===== config.mk =====
export PLATFORM = sky130hd
export DESIGN_NAME = fp_norm_seq
export DESIGN_NICKNAME = d
export VERILOG_FILES = /design/src/rtl/fp_norm_pkg.sv /design/src/rtl/fp_norm_seq_lz_shift_enc.sv /design/src/rtl/fp_norm_seq.sv
export SDC_FILE = /design/constraint.sdc
export NUM_CORES = 1
export LEC_CHECK = 0
export ABC_AREA = 1
export CAP_MARGIN = 20
export CORE_UTILIZATION = 56
export CTS_CLUSTER_SIZE = 10
export DETAILED_ROUTE_END_ITERATION = 8
export PLACE_DENSITY = 0.92
export SKIP_CTS_REPAIR_TIMING = 1
export SYNTH_ARGS = -nofsm -noshare
export SYNTH_HDL_FRONTEND = slang
export SYNTH_SLANG_ARGS = --single-unit

===== constraint.sdc =====
create_clock -name clk -period 4.1 [get_ports clk]
set_clock_uncertainty 0.15 [all_clocks]
set_input_delay 1.23 -clock clk [delete_from_list [all_inputs] [get_ports clk]]
set_output_delay 1.23 -clock clk [all_outputs]
set_load 0.01 [all_outputs]

===== src/rtl/fp_norm_pkg.sv =====
// Shared widths, limits and FSM state type for the FP normalization sequencer.
package fp_norm_pkg;

   localparam int EXP_W  = 8;
   localparam int MANT_W = 23;
   localparam int RAW_W  = 25;
   localparam int SFR_W  = 6;
   localparam logic [EXP_W-1:0] EXP_MAX = 8'hFF;

   typedef enum logic [2:0] {IDLE, DETECT, SHIFT, PACK, DONE} state_t;

endpackage


===== src/rtl/fp_norm_seq_lz_shift_enc.sv =====
// Leading-one encoder: signed shift needed to bring the leading one to bit 23.
// Bit 24 gives +1, bit 0 gives -23; an all-zero mantissa reports -1.
module lz_shift_enc
   import fp_norm_pkg::*;
(
   input  logic [RAW_W-1:0]        mant,
   output logic signed [SFR_W-1:0] sfr
);

   always_comb begin
      sfr = SFR_W'(-1);
      for (int i = 0; i < RAW_W; i++) begin
         if (mant[i]) sfr = SFR_W'(i - (RAW_W - 2));
      end
   end

endmodule


===== src/rtl/fp_norm_seq.sv =====
// Multi-cycle normalizer for the FP add/sub datapath: detect, shift MAX_STEP bits
// per cycle, pack. Optional macro FP_NORM_ROUND_EN enables RNE on the right-shift path.
module fp_norm_seq
   import fp_norm_pkg::*;
#(
   parameter int MAX_STEP = 4
) (
   input  logic              clk,
   input  logic              rst_n,
   input  logic              in_valid,
   output logic              in_ready,
   input  logic              in_sign,
   input  logic [EXP_W-1:0]  in_exp,
   input  logic [RAW_W-1:0]  in_mant,
   output logic              out_valid,
   input  logic              out_ready,
   output logic              out_sign,
   output logic [EXP_W-1:0]  out_exp,
   output logic [MANT_W-1:0] out_mant,
   output logic              out_zero,
   output logic              out_ovf,
   output logic              out_unf,
   output state_t            dbg_state
);

   // Handshakes: a transfer happens on a rising edge where valid and ready are both high;
   // valid never depends on ready, and the payload is held stable while valid waits.

   localparam logic [4:0] STEP = 5'(MAX_STEP);

   state_t state, state_nxt;

   logic                    sign_r;
   logic [EXP_W-1:0]        exp_in_r;
   logic [RAW_W-1:0]        mant_r;
   logic [EXP_W-1:0]        e_r;
   logic [4:0]              rem_r;
   logic                    right_r, zero_r, ovf_r, unf_r;
`ifdef FP_NORM_ROUND_EN
   logic                    guard_r;
`endif

   logic signed [SFR_W-1:0] sfr;
   logic signed [9:0]       e_det;
   logic                    zero_det, ovf_det, unf_det, bypass;
   logic [4:0]              step;
   logic                    round_up;
   logic [MANT_W:0]         frac_rnd;
   logic [EXP_W:0]          exp_rnd;

   lz_shift_enc u_enc (.mant(mant_r), .sfr(sfr));

   assign in_ready  = (state == IDLE);
   assign out_valid = (state == DONE);
   assign dbg_state = state;

   always_comb begin
      e_det    = $signed({2'b00, exp_in_r}) + $signed({{(10-SFR_W){sfr[SFR_W-1]}}, sfr});
      zero_det = (mant_r == '0);
      ovf_det  = !zero_det && (e_det >= 10'sd255);
      unf_det  = !zero_det && !ovf_det && (e_det <= 10'sd0);
      bypass   = zero_det || ovf_det || unf_det || (sfr == '0);
      step     = (rem_r > STEP) ? STEP : rem_r;
`ifdef FP_NORM_ROUND_EN
      round_up = guard_r & mant_r[0];
`else
      round_up = 1'b0;
`endif
      // A rounding carry out of the fraction leaves it zero and bumps the exponent.
      frac_rnd = {1'b0, mant_r[MANT_W-1:0]} + {{MANT_W{1'b0}}, round_up};
      exp_rnd  = {1'b0, e_r} + {{EXP_W{1'b0}}, frac_rnd[MANT_W]};
   end

   always_ff @(posedge clk or negedge rst_n) begin
      if (!rst_n) state <= IDLE;
      else        state <= state_nxt;
   end

   always_comb begin
      state_nxt = state;
      case (state)
         IDLE:    if (in_valid) state_nxt = DETECT;
         DETECT:  state_nxt = bypass ? PACK : SHIFT;
         SHIFT:   if (right_r || (rem_r == step)) state_nxt = PACK;
         PACK:    state_nxt = DONE;
         DONE:    if (out_ready) state_nxt = IDLE;
         default: state_nxt = IDLE;
      endcase
   end

   always_ff @(posedge clk or negedge rst_n) begin
      if (!rst_n) begin
         sign_r   <= 1'b0;
         exp_in_r <= '0;
         mant_r   <= '0;
         e_r      <= '0;
         rem_r    <= '0;
         right_r  <= 1'b0;
         zero_r   <= 1'b0;
         ovf_r    <= 1'b0;
         unf_r    <= 1'b0;
`ifdef FP_NORM_ROUND_EN
         guard_r  <= 1'b0;
`endif
         out_sign <= 1'b0;
         out_exp  <= '0;
         out_mant <= '0;
         out_zero <= 1'b0;
         out_ovf  <= 1'b0;
         out_unf  <= 1'b0;
      end else begin
         case (state)
            IDLE: begin
               if (in_valid) begin
                  sign_r   <= in_sign;
                  exp_in_r <= in_exp;
                  mant_r   <= in_mant;
               end
            end
            DETECT: begin
               e_r     <= e_det[EXP_W-1:0];
               zero_r  <= zero_det;
               ovf_r   <= ovf_det;
               unf_r   <= unf_det;
               right_r <= (sfr == SFR_W'(1));
               rem_r   <= 5'(-sfr);
`ifdef FP_NORM_ROUND_EN
               guard_r <= 1'b0;
`endif
            end
            SHIFT: begin
               if (right_r) begin
                  mant_r  <= mant_r >> 1;
`ifdef FP_NORM_ROUND_EN
                  guard_r <= mant_r[0];
`endif
               end else begin
                  mant_r <= mant_r << step;
                  rem_r  <= rem_r - step;
               end
            end
            PACK: begin
               out_sign <= sign_r;
               out_exp  <= '0;
               out_mant <= '0;
               out_zero <= 1'b0;
               out_ovf  <= 1'b0;
               out_unf  <= 1'b0;
               if (zero_r) begin
                  out_zero <= 1'b1;
               end else if (ovf_r || (exp_rnd >= {1'b0, EXP_MAX})) begin
                  out_exp <= EXP_MAX;
                  out_ovf <= 1'b1;
               end else if (unf_r) begin
                  out_unf <= 1'b1;
               end else begin
                  out_exp  <= exp_rnd[EXP_W-1:0];
                  out_mant <= frac_rnd[MANT_W-1:0];
               end
            end
            DONE: begin
               if (out_ready) begin
                  out_sign <= 1'b0;
                  out_exp  <= '0;
                  out_mant <= '0;
                  out_zero <= 1'b0;
                  out_ovf  <= 1'b0;
                  out_unf  <= 1'b0;
               end
            end
            default: ;
         endcase
      end
   end

endmodule

; ---- After elaboration in Yosys (flattened, before gate mapping)
; Cells that the tools add are included.
[word_totals]
reg_bits = 89
latch_bits = 0
ramBits = 0
mem_bits_ro = 0
in_bits = 38
out_inout_bits = 40
wordCells = 112
memories = 0
[op_classes]
n_addsub = 3
multipliers = 0
div = 0
magnitude_cmp = 4
n_eq_ne = 10
n_shift = 1
mux = 57
bitwise_logic = 0
reduce_logical = 21
[op_table]
columns = operator, n
row1 = 5-bit two-way mux, 25
row2 = 23-bit two-way mux, 4
row3 = 25-bit two-way mux, 2
row4 = 25-bit case mux with 2 select lines, 1
row5 = 23-bit case mux with 2 select lines, 1
row6 = 8-bit two-way mux, 4
row7 = 25-bit logical NOT, 1
row8 = 25-bit by 5-bit left shift with 25-bit output, 1
row9 = 8-bit case mux with 2 select lines, 1
row10 = 3-bit case mux with 5 select lines, 1
row11 = 6-bit two-way mux, 2
row12 = 9-bit by 6-bit adder with 10-bit output, 1
row13 = "10-bit by 9-bit greater-or-equal comparator with 1-bit output, second input constant", 1
row14 = "10-bit by 1-bit <= comparator with 1-bit output, second input constant", 1
row15 = 5-bit case mux with 2 select lines, 1
row16 = 3-bit two-way mux, 3
row17 = "8-bit greater-or-equal comparator, second input constant", 1
row18 = 1-bit two-way mux, 8
row19 = 1-bit case mux with 2 select lines, 4
row20 = 2-bit AND reduction, 4
row21 = "3-bit by 2-bit == test with 1-bit output, second input constant", 2
row22 = "6-bit by 2-bit == test with 1-bit output, second input constant", 1
row23 = 6-bit logical NOT, 1
row24 = "2-bit != test, second input constant", 3
row25 = other kinds (13), 22

; ---- Longest topological paths before layout
[logic_depth]
depth_word = 35
mapped_depth = 37
ltp_nobuf = 37

; ---- Cells and area by module
; A second synthesis with hierarchy kept.
[hier_totals]
cells_unflattened = 809
hier_area_um2 = 5848.1
[modules_own_cells]
columns = module, instances, cells_each, area_per_inst_um2, seq_area_each_um2
row1 = fp_norm_seq, 1, 725, 5509.0, 2227.1
row2 = lz_shift_enc, 1, 84, 339.1, 0.0

; ---- Worst setup path after synthesis
; Ideal clock, no wire load.
[synth_timing]
kind = register to register
start = register mant_r[2]
end = register state[0], in the netlist dbg_state[0]
setup_ns = 0.127
t_arrival_ns = 2.806
required_time_ns = 3.823
setup_slack_ns = 1.017
path_stages_with_launch = 37
path_buffers = 0
period_less_slack_ns = 3.083
cell_sequence = dfrtp_1 inv_1 a21oi_1 o21ai_0 nand2_1 nand2_1 nand2_1 nand2_1 nand2_1 nand2_1 nand2_1 nand2_1 nand2_1 nand2_1 nand2_1 nand2_1 nand2_1 nand2_1 nand2_1 nand2_1 nand2_1 nand2_1 nand2_1 ha_1 ha_1 inv_1 nand2_2 nand2_1 nand2_2 nand2_1 nand2_1 inv_1 nand4_1 nand2_2 nand3_1 o21bai_1 a21oi_1
[synth_between]
elab_chain_cells = 33
word_cells_on_any_way = 38
classes_between = add/sub: 1 / order compare: 2 / mux: 25 / reduce/logical: 10
[synth_rtl]
columns = element, line
row1 = from (decl), fp_norm_seq.sv:35  ; logic [RAW_W-1:0] mant_r;
row2 = from (signal assigned), fp_norm_seq.sv:117  ; mant_r <= in_mant;
row3 = from (signal assigned), fp_norm_seq.sv:133  ; mant_r <= mant_r >> 1;
row4 = from (signal assigned), fp_norm_seq.sv:138  ; mant_r <= mant_r << step;
row5 = 5-bit two-way mux (21 in a row), fp_norm_seq_lz_shift_enc.sv:13  ; if (mant[i]) sfr = SFR_W'(i - (RAW_W - 2));
row6 = 6-bit two-way mux (2 in a row), fp_norm_seq_lz_shift_enc.sv:13
row7 = 9-bit by 6-bit adder with 10-bit output, fp_norm_seq.sv:58  ; e_det = $signed({2'b00, exp_in_r}) + $signed({{(10-SFR_W){sfr[SFR_W-1]}}, sfr});
row8 = 10-bit by 9-bit greater-or-equal comparator with 1-bit output, fp_norm_seq.sv:60  ; ovf_det = !zero_det && (e_det >= 10'sd255);
row9 = 1-bit logical AND, fp_norm_seq.sv:60
row10 = 1-bit logical NOT, fp_norm_seq.sv:61  ; unf_det = !zero_det && !ovf_det && (e_det <= 10'sd0);
row11 = 1-bit logical AND (2 in a row), fp_norm_seq.sv:61
row12 = 1-bit logical OR, fp_norm_seq.sv:62  ; bypass = zero_det || ovf_det || unf_det || (sfr == '0);
row13 = 1-bit logical OR (*), fp_norm_seq.sv:62
row14 = 1-bit two-way mux (*), fp_norm_seq.sv:83  ; DETECT: state_nxt = bypass ? PACK : SHIFT;
row15 = 3-bit case mux with 5 select lines (*), fp_norm_seq.sv:81  ; case (state)
row16 = to (signal assigned), fp_norm_seq.sv:76  ; else state <= state_nxt;
row17 = to (decl), fp_norm_seq.sv:31  ; state_t state, state_nxt;
; Mark *: on every way between the ends. The rest lies on a longest branch, timed or not.
; A chain may end at the register's enable or synchronous reset.

; ---- Final worst setup path
[layout_timing]
start = register mant_r[15]
end = register state[0], in the netlist dbg_state[0]
[layout_between]
elab_chain_cells = 20
word_cells_on_any_way = 25
classes_between = add/sub: 1 / order compare: 2 / mux: 12 / reduce/logical: 10
[layout_rtl]
columns = element, line
row1 = 5-bit two-way mux (8 in a row), fp_norm_seq_lz_shift_enc.sv:13
row2 = 6-bit two-way mux (2 in a row), fp_norm_seq_lz_shift_enc.sv:13
row3 = 9-bit by 6-bit adder with 10-bit output, fp_norm_seq.sv:58
row4 = 10-bit by 9-bit greater-or-equal comparator with 1-bit output, fp_norm_seq.sv:60
row5 = 1-bit logical AND, fp_norm_seq.sv:60
row6 = 1-bit logical NOT, fp_norm_seq.sv:61
row7 = 1-bit logical AND (2 in a row), fp_norm_seq.sv:61
row8 = 1-bit logical OR, fp_norm_seq.sv:62
row9 = 1-bit logical OR (*), fp_norm_seq.sv:62
row10 = 1-bit two-way mux (*), fp_norm_seq.sv:83
row11 = 3-bit case mux with 5 select lines (*), fp_norm_seq.sv:81
; Marked as above.

==> reports/metrics.csv <==
metric,value,unit
fin_area,6640,um^2
hold_class,reg -> reg,
cts_tree,yes,
dieWidth,101,um
grt_setup_unrepaired,no,
outcome,finished clean,
dr.pass1.iters,7,
drt_iter0_markers,659,
crit_type,reg -> reg,
fin_crit_sh,87.2,%
crit_path_max_fanout,5,
cp.arrival,3.68,ns
finalMaxSlewViolations,0,
power_switching,2820,uW
slew_headroom,43.7,%
io_pins,78,
root_buffer,clkbuf_8,
std_cell_rows,35,
fmax,0.280,GHz
yosys_warnings,0,
area_growth,19.9,%
hold_viol,0,
tightest_slew,0.842,ns
max-clock-path-buffers,2,
yosysSeqAreaShare,40.2,%
setup-tns-final,0,ns
fin_crit,3.58,ns
num_antenna_cells,0,
synth_fp_nets,826,
syn-instance-count,778,
grt_pass1_wl,25900,um
num-nets-final,892,
endpoint_kind,flop,
synth_area,5540,um^2
power_density,826,nW/um^2
irDropWorstVdd,385,uV
intPower,2670,uW
overflow,0,
clkPwrFrac,11.3,%
whs,0.340,ns
dpl.hpwl,11400,um
die_h,101,um
coreArea,9420,um^2
startpoint_type,flop,
placedInstanceArea,6420,um^2
switching_share,51.3,%
drc,0,
clk_latency,0.37,ns
cts_sinks,89,
maxCapViolations,0,
combPwrFrac,59.7,%
fill_cells,811,
num_vias,5748,
required,4.21,ns
cts-buffers-inserted,9,
drive_gt1_share,5.06,%
numPortBuffers,77,
setup_viol,0,
wire_per_inst,15.7,um
power_leakage,0.00307,uW
total_power,5490,uW
start_util,58.9,%
grt_pass1_vias,5323,
die_area,10300,um^2
grt_use_total,32.3,%
cts.reportedPaths.clkPinSlew,0.11,ns
grt_max_degree,90,
finalWirelength,15400,um
antenna_found_initial,0,
dp.cells,961,
synthDistinctLibCells,37,
htreeDepth,3,
synth.avg_cell_area,7.12,um^2
instances_no_fill,978,
ys_seq_elements,89,
postRouteAntennaNets,0,
seq_power_share,29.0,%
gp_congestion,0.919,
routed_via_density,5.88,
path summary, 6_finish.rpt:
kind | start | end | slack (ns) | cells past startpoint
hold / removal | out_mant[14] | out_mant[14] | 0.34 | 2
setup / recovery | mant_r[15] | dbg_state[0] | 0.52 | 15
setup reg to reg | mant_r[15] | dbg_state[0] | 0.52 | 15
max in group asynchronous | rst_n | e_r[0] | 2.57 | 2
min in group asynchronous | rst_n | out_mant[4] | 0.59 | 1
hold reg to reg | out_mant[14] | out_mant[14] | 0.34 | 2
power by group through the flow:
stage / combinational (uW) / clock (uW) / sequential, uW
3_3_place_gp: 3110 / 0 / 1580
2_1_floorplan: 2190 / 0 / 1580
4_1_cts: 3220 / 628 / 1580
5_1_grt: 3690 / 650 / 1640
3_5_place_dp: 3200 / 0 / 1600
6_report: 3270 / 620 / 1590
Yosys cell counts:
master	instances	share of area [%]
o211ai_1	27	3.7
nor4_1	4	0.45
o22ai_1	1	0.11
a21oi_1	28	2.5
a211oi_1	1	0.14
dfrtp_1	89	40
nand3_1	22	2.0
nor2_1	42	2.8
mux2i_1	2	0.36
clkinv_1	2	0.14
inv_1	81	5.5
o31ai_1	25	3.4
xor2_1	2	0.32
nand3b_1	3	0.41
nand4_1	5	0.56
a41oi_1	2	0.32
o221ai_1	7	1.1
nand2_1	264	18
nand3_2	2	0.36
nor2_4	1	0.20
nand2_2	6	0.68
o21bai_1	1	0.14
clkbuf_1	31	2.1
or2_2	1	0.11
ha_1	10	2.3
a22oi_1	2	0.27
xor2_2	1	0.29
o21ai_0	81	7.3
buf_2	1	0.090
nor3_1	8	0.72
conb_1	1	0.068
a21boi_0	1	0.14
a22o_1	1	0.16
o2111ai_1	12	1.9
nor2_2	5	0.56
o311ai_1	2	0.32
a31oi_1	4	0.45
layout by cell type, fill, tap and decap left out, types with 2 or more instances in the layout:
cell and instances:
o211ai_1 27, clkbuf_8 9, o311ai_1 2, inv_1 81
nor2_1 42, nand2_1 264, a22oi_1 2, nor4_1 4
clkdlybuf4s50_1 76, dfrtp_1 89, o21ai_0 80, inv_8 3
nand3_1 22, a41oi_1 2, nand4_1 5, clkinv_4 2
xor2_1 2, nand2_2 6, nor2_2 5, ha_1 10
o221ai_1 7, a21oi_1 28, o31ai_1 25, o2111ai_1 12
nand3_2 2, buf_4 10, mux2i_1 2, a31oi_1 4
clkinv_1 2, nand3b_1 3, nor3_1 8
per-layer routing:
| metal | up-vias | global-route usage, % | share of wire (%) |
|---|---|---|---|
| met5 | - | 0 | 0 |
| met4 | 0 | 10.6 | 1.9 |
| met3 | 34 | 4.76 | 9.3 |
| met2 | 318 | 49.1 | 44 |
| met1 | 2646 | 47.7 | 45 |
| li1 | 2750 | - | - |
cells by family after synthesis:
group	Yosys count	share of synthesized area, %
AOI/OAI and AO/OA	195	21.9
buffers and inverters	115	7.81
muxes	2	0.361
adders and majority gates	10	2.26
and+or+nand+nor	363	26.8
other	1	0.0677
xor gates and xnor gates	3	0.610
DFF	89	40.2
sequential cells by signal, indices dropped and copies added, names as in the netlist:
| register | cells |
|---|---|
| out_ovf | 1 |
| out_zero | 1 |
| dbg_state | 3 |
| ovf_r | 1 |
| out_mant | 23 |
| right_r | 1 |
| rem_r | 5 |
| out_sign | 1 |
| mant_r | 25 |
| exp_in_r | 8 |
| zero_r | 1 |
| unf_r | 1 |
| sign_r | 1 |
| e_r | 8 |
| out_exp | 8 |
| out_unf | 1 |
worst max-delay path, stage by stage, from the launching register on:
cell	delay, ns
dfrtp_1	0.42
nor4_1	0.70
nand2_1	0.15
o31ai_1	0.29
inv_1	0.12
ha_1	0.37
a21oi_1	0.31
inv_1	0.11
a31oi_1	0.19
nand2_1	0.08
nand2_1	0.09
nand2_1	0.09
nand3_1	0.10
nand3_1	0.07
o21bai_1	0.14
a21oi_1	0.08
through the flow:
stage / utilization (%) / worst slack [ns]
5_1_grt: 70.6 / 0.0253
3_3_place_gp: 68.2 / 0.646
6_report: 70.6 / 0.524
2_1_floorplan: - / 1.02
4_1_cts: 70.3 / 0.493
3_5_place_dp: 68.2 / 0.542
final cells by class:
type / instances / area, um^2 / share of cell area (%)
sequential: 89 / 2230 / 33.5
timing repair buffer: 87 / 863 / 13.0
tap: 129 / 161 / 2.43
clock inverter: 7 / 75.1 / 1.13
multi-input combinational: 574 / 2880 / 43.4
clock buffer: 9 / 124 / 1.86
inverter: 83 / 312 / 4.69
(Power assumes the default switching activity.)
